[src/rtl/logic_axi4_lite_register_slave.sv]
// AXI4-Lite slave terminating in a bank of 32-bit control/status registers.
// AW/W are buffered independently and commit together; reads complete one cycle after AR.
module logic_axi4_lite_register_slave #(
   parameter int                   ADDRESS_WIDTH   = 12,
   parameter int                   REGISTERS       = 16,
   parameter logic [REGISTERS-1:0] READ_ONLY_MASK  = '0,
   parameter bit                   PRIVILEGED_ONLY = 1'b0
) (
   input  logic                      aclk,
   input  logic                      areset_n,
   input  logic                      awvalid,
   output logic                      awready,
   input  logic [ADDRESS_WIDTH-1:0]  awaddr,
   input  logic [2:0]                awprot,
   input  logic                      wvalid,
   output logic                      wready,
   input  logic [31:0]               wdata,
   input  logic [3:0]                wstrb,
   output logic                      bvalid,
   input  logic                      bready,
   output logic [1:0]                bresp,
   input  logic                      arvalid,
   output logic                      arready,
   input  logic [ADDRESS_WIDTH-1:0]  araddr,
   input  logic [2:0]                arprot,
   output logic                      rvalid,
   input  logic                      rready,
   output logic [31:0]               rdata,
   output logic [1:0]                rresp,
   output logic [32*REGISTERS-1:0]   control_out,
   input  logic [32*REGISTERS-1:0]   status_in,
   output logic [REGISTERS-1:0]      write_pulse
);
   localparam int IW = ADDRESS_WIDTH - 2;
   localparam logic [1:0] OKAY = 2'b00, SLVERR = 2'b10, DECERR = 2'b11;

   logic                         rdy_en;
   logic                         aw_held, w_held, ar_held;
   logic [IW-1:0]                aw_idx, ar_idx;
   logic                         aw_priv, ar_priv;
   logic [31:0]                  w_data;
   logic [3:0]                   w_strb;
   logic [REGISTERS-1:0][31:0]   regs;
   logic                         commit, wr_ok;
   logic [1:0]                   wr_resp, rd_resp;
   logic [31:0]                  rd_val;
   logic                         unused_bits;

   function automatic logic [1:0] decode(input logic [IW-1:0] idx, input logic priv,
                                         input logic is_write);
      logic ro;
      ro = 1'b0;
      for (int i = 0; i < REGISTERS; i++)
         if (idx == IW'(i)) ro = READ_ONLY_MASK[i];
      if (32'(idx) >= REGISTERS)        return DECERR;
      else if (PRIVILEGED_ONLY && !priv) return SLVERR;
      else if (is_write && ro)           return SLVERR;
      else                               return OKAY;
   endfunction

   // Ready flags stay low through reset and rise on the first edge after release.
   assign awready = rdy_en && !aw_held && !bvalid;
   assign wready  = rdy_en && !w_held && !bvalid;
   assign arready = rdy_en && !rvalid && !ar_held;

   assign commit  = aw_held && w_held;
   assign wr_resp = decode(aw_idx, aw_priv, 1'b1);
   assign wr_ok   = commit && (wr_resp == OKAY);
   assign rd_resp = decode(ar_idx, ar_priv, 1'b0);

   always_comb begin
      rd_val = '0;
      for (int i = 0; i < REGISTERS; i++)
         if (ar_idx == IW'(i))
            rd_val = READ_ONLY_MASK[i] ? status_in[32*i +: 32] : regs[i];
   end

   assign control_out = regs;
   assign unused_bits = ^{awaddr[1:0], araddr[1:0], awprot[2:1], arprot[2:1], status_in};

   always_ff @(posedge aclk or negedge areset_n) begin
      if (!areset_n) begin
         rdy_en      <= 1'b0;
         aw_held     <= 1'b0;
         w_held      <= 1'b0;
         aw_idx      <= '0;
         aw_priv     <= 1'b0;
         w_data      <= '0;
         w_strb      <= '0;
         bvalid      <= 1'b0;
         bresp       <= OKAY;
         write_pulse <= '0;
         regs        <= '0;
      end else begin
         rdy_en <= 1'b1;
         if (awvalid && awready) begin
            aw_held <= 1'b1;
            aw_idx  <= awaddr[ADDRESS_WIDTH-1:2];
            aw_priv <= awprot[0];
         end
         if (wvalid && wready) begin
            w_held <= 1'b1;
            w_data <= wdata;
            w_strb <= wstrb;
         end
         if (commit) begin
            aw_held <= 1'b0;
            w_held  <= 1'b0;
            bvalid  <= 1'b1;
            bresp   <= wr_resp;
         end else if (bvalid && bready) begin
            bvalid <= 1'b0;
         end
         for (int i = 0; i < REGISTERS; i++) begin
            write_pulse[i] <= wr_ok && (aw_idx == IW'(i));
            if (wr_ok && (aw_idx == IW'(i)) && !READ_ONLY_MASK[i])
               for (int b = 0; b < 4; b++)
                  if (w_strb[b]) regs[i][8*b +: 8] <= w_data[8*b +: 8];
         end
      end
   end

   always_ff @(posedge aclk or negedge areset_n) begin
      if (!areset_n) begin
         ar_held <= 1'b0;
         ar_idx  <= '0;
         ar_priv <= 1'b0;
         rvalid  <= 1'b0;
         rdata   <= '0;
         rresp   <= OKAY;
      end else begin
         if (arvalid && arready) begin
            ar_held <= 1'b1;
            ar_idx  <= araddr[ADDRESS_WIDTH-1:2];
            ar_priv <= arprot[0];
         end
         // regs sampled here are pre-commit, so a same-edge write is not visible.
         if (ar_held) begin
            ar_held <= 1'b0;
            rvalid  <= 1'b1;
            rresp   <= rd_resp;
            rdata   <= (rd_resp == OKAY) ? rd_val : 32'h0;
         end else if (rvalid && rready) begin
            rvalid <= 1'b0;
         end
      end
   end
endmodule

[config.mk]
export PLATFORM = sky130hd
export DESIGN_NAME = logic_axi4_lite_register_slave
export DESIGN_NICKNAME = d
export VERILOG_FILES = /design/src/rtl/logic_axi4_lite_register_slave.sv
export SDC_FILE = /design/constraint.sdc
export NUM_CORES = 1
export LEC_CHECK = 0
export CORE_AREA = 2 2 449 451
export CTS_BUF_LIST = sky130_fd_sc_hd__clkbuf_16
export DETAILED_ROUTE_END_ITERATION = 10
export DIE_AREA = 0 0 451 453
export GPL_ROUTABILITY_DRIVEN = 1
export GPL_TIMING_DRIVEN = 1
export PLACE_DENSITY_LB_ADDON = 0.08
export REMOVE_ABC_BUFFERS = 1
export SYNTH_ARGS = -nofsm -noshare
export SYNTH_HDL_FRONTEND = slang
export SYNTH_SLANG_ARGS = --single-unit
[constraint.sdc]
create_clock -name aclk -period 2.75 [get_ports aclk]
set_input_delay 0.55 -clock aclk [delete_from_list [all_inputs] [get_ports aclk]]
set_output_delay 0.55 -clock aclk [all_outputs]
set_load 0.01 [all_outputs]
# Yosys cells after proc, flatten, opt, wreduce, memory -nomap -nowiden
# Index checks and enable logic that the tools add are counted.
# classes
n_reduce_logical,106
n_eq_ne,30
n_mux,29
n_lt_le_gt_ge,2
# ops
op,count
two-way mux 32 bit,17
== test 10 x 4 -> 1 bit (second input constant),16
AND reduction 2 bit,64
== test 10 x 3 -> 1 bit (second input constant),8
== test 10 x 2 -> 1 bit (second input constant),4
logical AND 1 bit,29
== test 10 x 1 -> 1 bit (second input constant),2
greater-or-equal comparator 10 x 5 -> 1 bit (second input constant),2
zero test 10 bit,2
two-way mux 1 bit,10
nonzero test 2 bit,4
zero test 1 bit,5
zero test 2 bit,2
two-way mux 2 bit,2
# word_totals
in_bits,585
word_cells,245
ff_bits,626

# Longest topological paths before layout
# Gate-level depths: netlist of the first run.
# depth
word_depth,18
ltp_mapped,10
mapped_depth_nobuf,6

# Least setup slack after synthesis of the first run
# Ideal clock, no wire load.
# synth_timing
path_type,register -> register
start,reg aw_idx[8]
end,"reg regs, in the netlist control_out[224]"
required_ns,2.625
stages_incl_launch_ff,7
arrival_time_ns,2.254
n_path_buf,0
path_slack_ns,0.371
setup_time_ns,0.125
cell_sequence,dfrtp_1 -> or4_1 -> nor4_4 -> nand3_2 -> nor2_2 -> nand2_4 -> mux2_2
# synth_between
elab_chain_cells,6
elab_cells_between_ends,7
cone_classes,order compare: 1; eq/ne: 1; mux: 1; reduce/logical: 4
# synth_lines
element,line,rtl
from (decl),39,"logic [IW-1:0] aw_idx, ar_idx;"
from (signal assigned),98,aw_idx <= awaddr[ADDRESS_WIDTH-1:2];
greater-or-equal comparator 10 x 5 -> 1 bit,55,if (32'(idx) >= REGISTERS) return DECERR;
two-way mux 2 bit,55,
zero test 2 bit,68,assign wr_ok = commit && (wr_resp == OKAY);
logical AND 1 bit,68,
logical AND 1 bit (*),116,if (wr_ok && (aw_idx == IW'(i)) && !READ_ONLY_MASK[i])
AND reduction 2 bit (no source line) (*),--,
"to (signal, indexed assignment)",118,if (w_strb[b]) regs[i][8*b +: 8] <= w_data[8*b +: 8];
to (decl),43,logic [REGISTERS-1:0][31:0] regs;
# Mark *: on every way between the ends. The rest lies on a longest branch, timed or not.
# A chain may end at the register's enable or synchronous reset.

# Worst setup path in the final report of the first run
# layout_timing
start,reg aw_idx[8]
end,"reg regs, in the netlist control_out[313]"
# The elaborated chain is that of the path after synthesis.

==> results_dict.tcl, run 1 <==
set metrics [dict create \
    outcome "finished, final reports clean" \
    path_clk_slew_ns 0.06 \
    pwr-share-comb 0.198 \
    clk_path_buf_depth 3 \
    die_h_um 453 \
    p_int_w 0.0190 \
    cts_root_buf "clkbuf_16" \
    synthMuxAreaShare 0.272 \
    cts_tree "done" \
    worst_setup_path_end_kind "register" \
    final_core_util 0.220 \
    rrSetupSlack_ns 0.11 \
    p_clk_frac 0.399 \
    grt_pass1_vias 25000 \
    drc 0 \
    holdPathStages 2 \
    grt.overflow.total 0 \
    ys_types 70 \
    worst_slew_pin_slew_ns 1.02 \
    hold_viol 0 \
    mappedNetlistArea_um2 28400 \
    maxSlewViolCount 0 \
    p_sw_frac 0.358 \
    cellLeakagePower_nw 19.2 \
    skew_ns 0.0475 \
    grt_usage 0.182 \
    synthFlopType "dfrtp_1" \
    use_met1 0.215 \
    synth_xor_area_frac 0 \
    ys_ff_latch 624 \
    setup_viol_count_final 0 \
    synth_cells 2241 \
    hp-class "in2reg" \
    busiest_layer "met2" \
    yosys.area_share.simple 0.0669 \
    antenna_found_initial 20 \
    p_switching_w 0.0106 \
    synth_edf_count 0 \
    async_flop_share 1.00 \
    slew_headroom 0.323 \
    maxCapViolCount 0 \
    via_per_inst 3.99 \
    syn_to_final_growth_pct 54.5 \
    ys_top_cells_by_area "dfrtp_1 55%, mux2_2 23%, mux4_2 2.1%, a21oi_1 2.0%, o21ai_0 2.0%" \
    die_area_um2 204000 \
    crit_path_start_kind "register" \
    boundaryPins 1154 \
    synth_seq_area_share 0.550 \
    coreArea_um2 199000 \
    place_hpwl_um 145000 \
    fp.dieW_um 451 \
    vdd_drop_max_mv 0.396 \
    h-tree-depth 3 \
    p_per_area_nw_per_um2 674 \
    vias 23300 \
    fmax_mhz 378 \
    cts_sinks 624 \
    postRouteAntennaNets 0 \
    synth_area_per_cell_um2 12.7 \
    synth_most_common_cell "dfrtp_1" \
    path_class "reg2reg" \
    stdcell_area_um2 43900 \
    drtIter0Drc 1319 \
    cp_data_required_time_ns 3.34 \
    rsz0062_at_grt "no" \
    synth_common_cells "624 x dfrtp_1, 584 x mux2_2, 138 x nand2_1" \
    grt_max_degree 79 \
    synth_compound_area_frac 0.0885 \
    nNetsFinal 3680 \
    io_buffers 631 \
    numCtsBuffers 90 \
    gp_congestion 0.808 \
    wire_per_inst_um 32.4 \
    r2r_cells 10 \
    rows 164 \
    p_seq_frac 0.403 \
    synth_fa_ha_area_frac 0 \
    ys_warn_count 0 \
    drtPass1Iterations 5 \
    synth_top_family_by_area "multiplexers" \
    yosys.area.top_type "dfrtp_1" \
    synth_top_area_share 0.550 \
    critPathMaxFanout 8 \
    post-route-period-util 0.962 \
    drive_gt1_frac 0.344 \
    placed_cell_area_um2 40800 \
    fin_crit_ns 2.64 \
    grt_use_met2 0.323 \
    clock_latency_ns 0.74 \
    drt_wl_total_um 189000 \
    use_met3 0.0379 \
    worstPathArrival_ns 3.24 \
    start_util 0.143 \
    grt_pass1_wl_um 249000 \
]
[placed cells by master, fill, tap and decap left out, drive strengths merged, types with 46 or more instances in the layout]
cell type,n
a21oi,113
buf,279
clkbuf,92
clkdlybuf4s50,630
dfrtp,624
mux2,592
mux2i,46
nand2,154
nor2,123
o21ai,113
[flip-flops by register name, summed over array words and instances, names as in the netlist, 4 cells and up]
signal	flops
control_out	512
rdata	32
w_data	32
write_pulse	16
ar_idx	10
aw_idx	10
w_strb	4
[path summary, 6_finish.rpt]
kind / start / to
min reg2reg: rdata[21] / rdata[21]
min in group asynchronous: areset_n / control_out[26]
min: rready / rvalid
max: aw_idx[8] / control_out[313]
max reg2reg: aw_idx[8] / control_out[313]
max in group asynchronous: areset_n / control_out[339]
[final cells by class]
class,instances,area (µm²)
inverter,15,56.3
clock inverter,72,613
tap,2656,3320
timing repair buffer,910,9590
multi-input combinational,1454,12300
clock buffer,92,2300
fill,21300,155000
sequential,624,15600
antenna,8,20.0
[worst max-delay path, stage by stage, from the launching register on]
cell      delay, ns
dfrtp_1        0.37
or4_4          0.55
nor4_4         0.16
buf_6          0.20
nand3b_4       0.11
buf_4          0.17
nor2_4         0.15
buf_4          0.19
nand2_1        0.10
buf_12         0.23
mux2_2         0.27
[per-stage QoR]
stage | std cells | total power [W] | hold WS (ns) | setup TNS (ns) | setup WS [ns]
2_1_floorplan | 2093 | 0.0132 | 0.254 | -114.23 | -3.86
5_1_grt | 5825 | 0.0309 | 0.371 | 0 | 0.00996
4_1_cts | 5818 | 0.0302 | 0.312 | 0 | 0.0123
3_3_place_gp | 5652 | 0.0180 | 0.481 | -5.41 | -0.150
6_report | 5831 | 0.0296 | 0.387 | 0 | 0.105
3_5_place_dp | 5652 | 0.0181 | 0.486 | -8.65 | -0.201
[power by group through the flow]
stage                     Sequential [W]  Clock (W)  Combinational, W
final                             0.0119     0.0118           0.00585
after detailed placement          0.0121          0           0.00593
after CTS                         0.0120     0.0122           0.00599
after global placement            0.0121          0           0.00592
after global routing              0.0121     0.0126           0.00623
after floorplan                   0.0113          0           0.00193
[per-layer routing]
metal	vias to the layer above	share of wire	wire [µm]
li1	9992	-	-
met5	-	0.000058	11
met2	624	0.51	96000
met1	12500	0.41	77400
met4	2	0.034	6510
met3	184	0.049	9180
[kinds of logic (layout without fill, tap and decap cells)]
| kind of cell | after synthesis | in the layout |
|---|---|---|
| muxes | 665 | 665 |
| other | 1 | 9 |
| buffers and inverters | 163 | 1089 |
| DFF | 624 | 624 |
| AOI/OAI and AO/OA | 398 | 398 |
| and+or+nand+nor | 390 | 390 |
[repair_timing]
item / 4_1_cts / 5_1_grt
hold endpoints to repair: 23 / 0
pin swaps: 3 / 0
endpoints found under the setup margin: 213 / 5
gates resized for setup: 24 / 2
setup buffers: 1 / 5
hold buffers: 1 / 0
No activity file was read; power rests on OpenSTA's default activity.
==> run 2: changes to the inputs <==
--- a/config.mk
+++ b/config.mk
@@ -13,6 +13,7 @@
 export GPL_TIMING_DRIVEN = 1
 export PLACE_DENSITY_LB_ADDON = 0.08
 export REMOVE_ABC_BUFFERS = 1
+export SETUP_SLACK_MARGIN = 0.05
 export SYNTH_ARGS = -nofsm -noshare
 export SYNTH_HDL_FRONTEND = slang
 export SYNTH_SLANG_ARGS = --single-unit
==> constraint.sdc (replaced) <==
create_clock -name aclk -period 2.75 [get_ports aclk]
set_input_delay 0.55 -clock aclk [delete_from_list [all_inputs] [get_ports aclk]]
set_output_delay 0.55 -clock aclk [all_outputs]
set_load 0.1 [all_outputs]
==> run 2 against run 1 <==
Effect of this change:
- register-to-register slack worse by 0.02 ns
- non-clock buffer count increased by 2
- flip-flop and latch count is the same
- critical endpoint is now control_out[104]
- largest cell class unchanged
==> results_dict.tcl, run 2 (synthesis results as in run 1) <==
set metrics [dict create \
    io_buffers 631 \
    grt_pass1_wl_um 248000 \
    final_common_cell "buf_4" \
    maxSlewViolCount 0 \
    start_util 0.143 \
    whs_ns 0.336 \
    hold_viol 0 \
    p_clk_frac 0.370 \
    p_int_w 0.0184 \
    p_per_area_nw_per_um2 713 \
    largest_reg_flops 512 \
    power_w 0.0302 \
    clock_latency_ns 0.74 \
    setup_viol_count_final 0 \
    place_hpwl_um 145000 \
    via_per_inst 4.00 \
    drtIter0Drc 1210 \
    fmax_mhz 375 \
    cts_root_buf "clkbuf_16" \
    worst_setup_path_end_kind "register" \
    outcome "finished, final reports clean" \
    coreArea_um2 199000 \
    die_h_um 453 \
    vias 23300 \
    clk_path_buf_depth 3 \
    numCtsBuffers 89 \
    boundaryPins 1154 \
    fp.dieW_um 451 \
    fin_crit_ns 2.67 \
    drive_gt1_frac 0.522 \
    rows 164 \
    final_core_util 0.212 \
    drt_wl_total_um 188000 \
    postRouteAntennaNets 0 \
    cellLeakagePower_nw 20.3 \
    fin_setup_tns_ns 0 \
    drtPass1Iterations 5 \
    path_clk_slew_ns 0.05 \
    h-tree-depth 3 \
    critPathMaxFanout 8 \
    worstPathArrival_ns 3.26 \
    fill_cells 21500 \
    vdd_drop_max_mv 0.647 \
    antenna_found_initial 18 \
    nNetsFinal 3681 \
    grt.overflow.total 0 \
    grt_usage 0.180 \
    multi_input_area_um2 12300 \
    gp_congestion 0.807 \
    cts_sinks 624 \
    worst_slew_pin_slew_ns 0.981 \
    crit_path_start_kind "register" \
    pwr-share-comb 0.235 \
    cts_tree "done" \
    grt_pass1_vias 25200 \
    slew_headroom 0.346 \
    skew_ns 0.0427 \
    hp-class "in2async" \
    grt_max_degree 111 \
    rsz0062_at_grt "yes" \
    drc 0 \
    seqCellArea_um2 15600 \
    post-route-period-util 0.969 \
    layout_common_cells "751 x buf_4, 619 x dfrtp_1, 584 x mux2_2" \
    p_sw_frac 0.391 \
    path_class "reg2reg" \
    die_area_um2 204000 \
    wire_per_inst_um 32.2 \
    cp_data_required_time_ns 3.34 \
    p_switching_w 0.0118 \
    syn_to_final_growth_pct 49.0 \
    p_seq_frac 0.395 \
    maxCapViolCount 0 \
]
==> run 2: repair_timing <==
action,in CTS,in global routing
pin swaps,4,3
gates resized for setup,14,11
buffers inserted,2,6
setup endpoints to repair,327,118
hold endpoints to repair,22,0
hold buffers,1,0
==> run 2: through the flow <==
stage	setup WS, ns	cell area [µm²]	instances
final	0.0847	42300	5831
after global routing	0.00860	42300	5821
after CTS	0.0264	42200	5814
after detailed placement	-0.329	39400	5652
after global placement	-0.311	39400	5652
after floorplan	-3.86	27800	2093
==> run 2: path summary, 6_finish.rpt <==
kind	start	to	slack [ns]	cells after the start
hold / removal	areset_n	control_out[25]	0.34	2
setup / recovery	aw_idx[6]	control_out[104]	0.08	9
hold reg to reg	rdata[21]	rdata[21]	0.50	2
max in group asynchronous	areset_n	control_out[104]	1.41	3
min in group aclk	bready	bvalid	0.42	2
setup reg to reg	aw_idx[6]	control_out[104]	0.08	9
==> run 2: power by group through the flow <==
stage / sequential, W / combinational [W] / clock, W
finish: 0.0119 / 0.00708 / 0.0112
global placement: 0.0121 / 0.00714 / 0
detailed placement: 0.0122 / 0.00714 / 0
floorplan: 0.0125 / 0.00202 / 0
CTS: 0.0120 / 0.00719 / 0.0116
global route: 0.0121 / 0.00745 / 0.0120
==> run 2: critical path, cell delays in order, from the launching register on <==
cell	delay, ns
dfrtp_1	0.38
or4_4	0.53
nor4_4	0.15
buf_6	0.20
nand3_4	0.10
nor3_4	0.37
buf_12	0.20
nand2_1	0.06
buf_4	0.23
mux2_2	0.28
==> run 2: routing by layer <==
metal / vias up / routed length, µm / GRT usage
li1: 9980 / - / -
met1: 12500 / 76600 / 0.213
met2: 642 / 94300 / 0.315
met3: 216 / 8640 / 0.0387
met4: 2 / 8230 / 0.0732
met5: - / 11 / 0
==> run 2: area by class of cell <==
| type | instances | share of cell area |
|---|---|---|
| sequential | 624 | 0.370 |
| multi-input combinational | 1454 | 0.291 |
| timing repair buffer | 912 | 0.194 |
| tap | 2656 | 0.0786 |
| clock buffer | 92 | 0.0544 |
| clock inverter | 67 | 0.0100 |
| inverter | 15 | 0.00133 |
| antenna | 11 | 0.000651 |
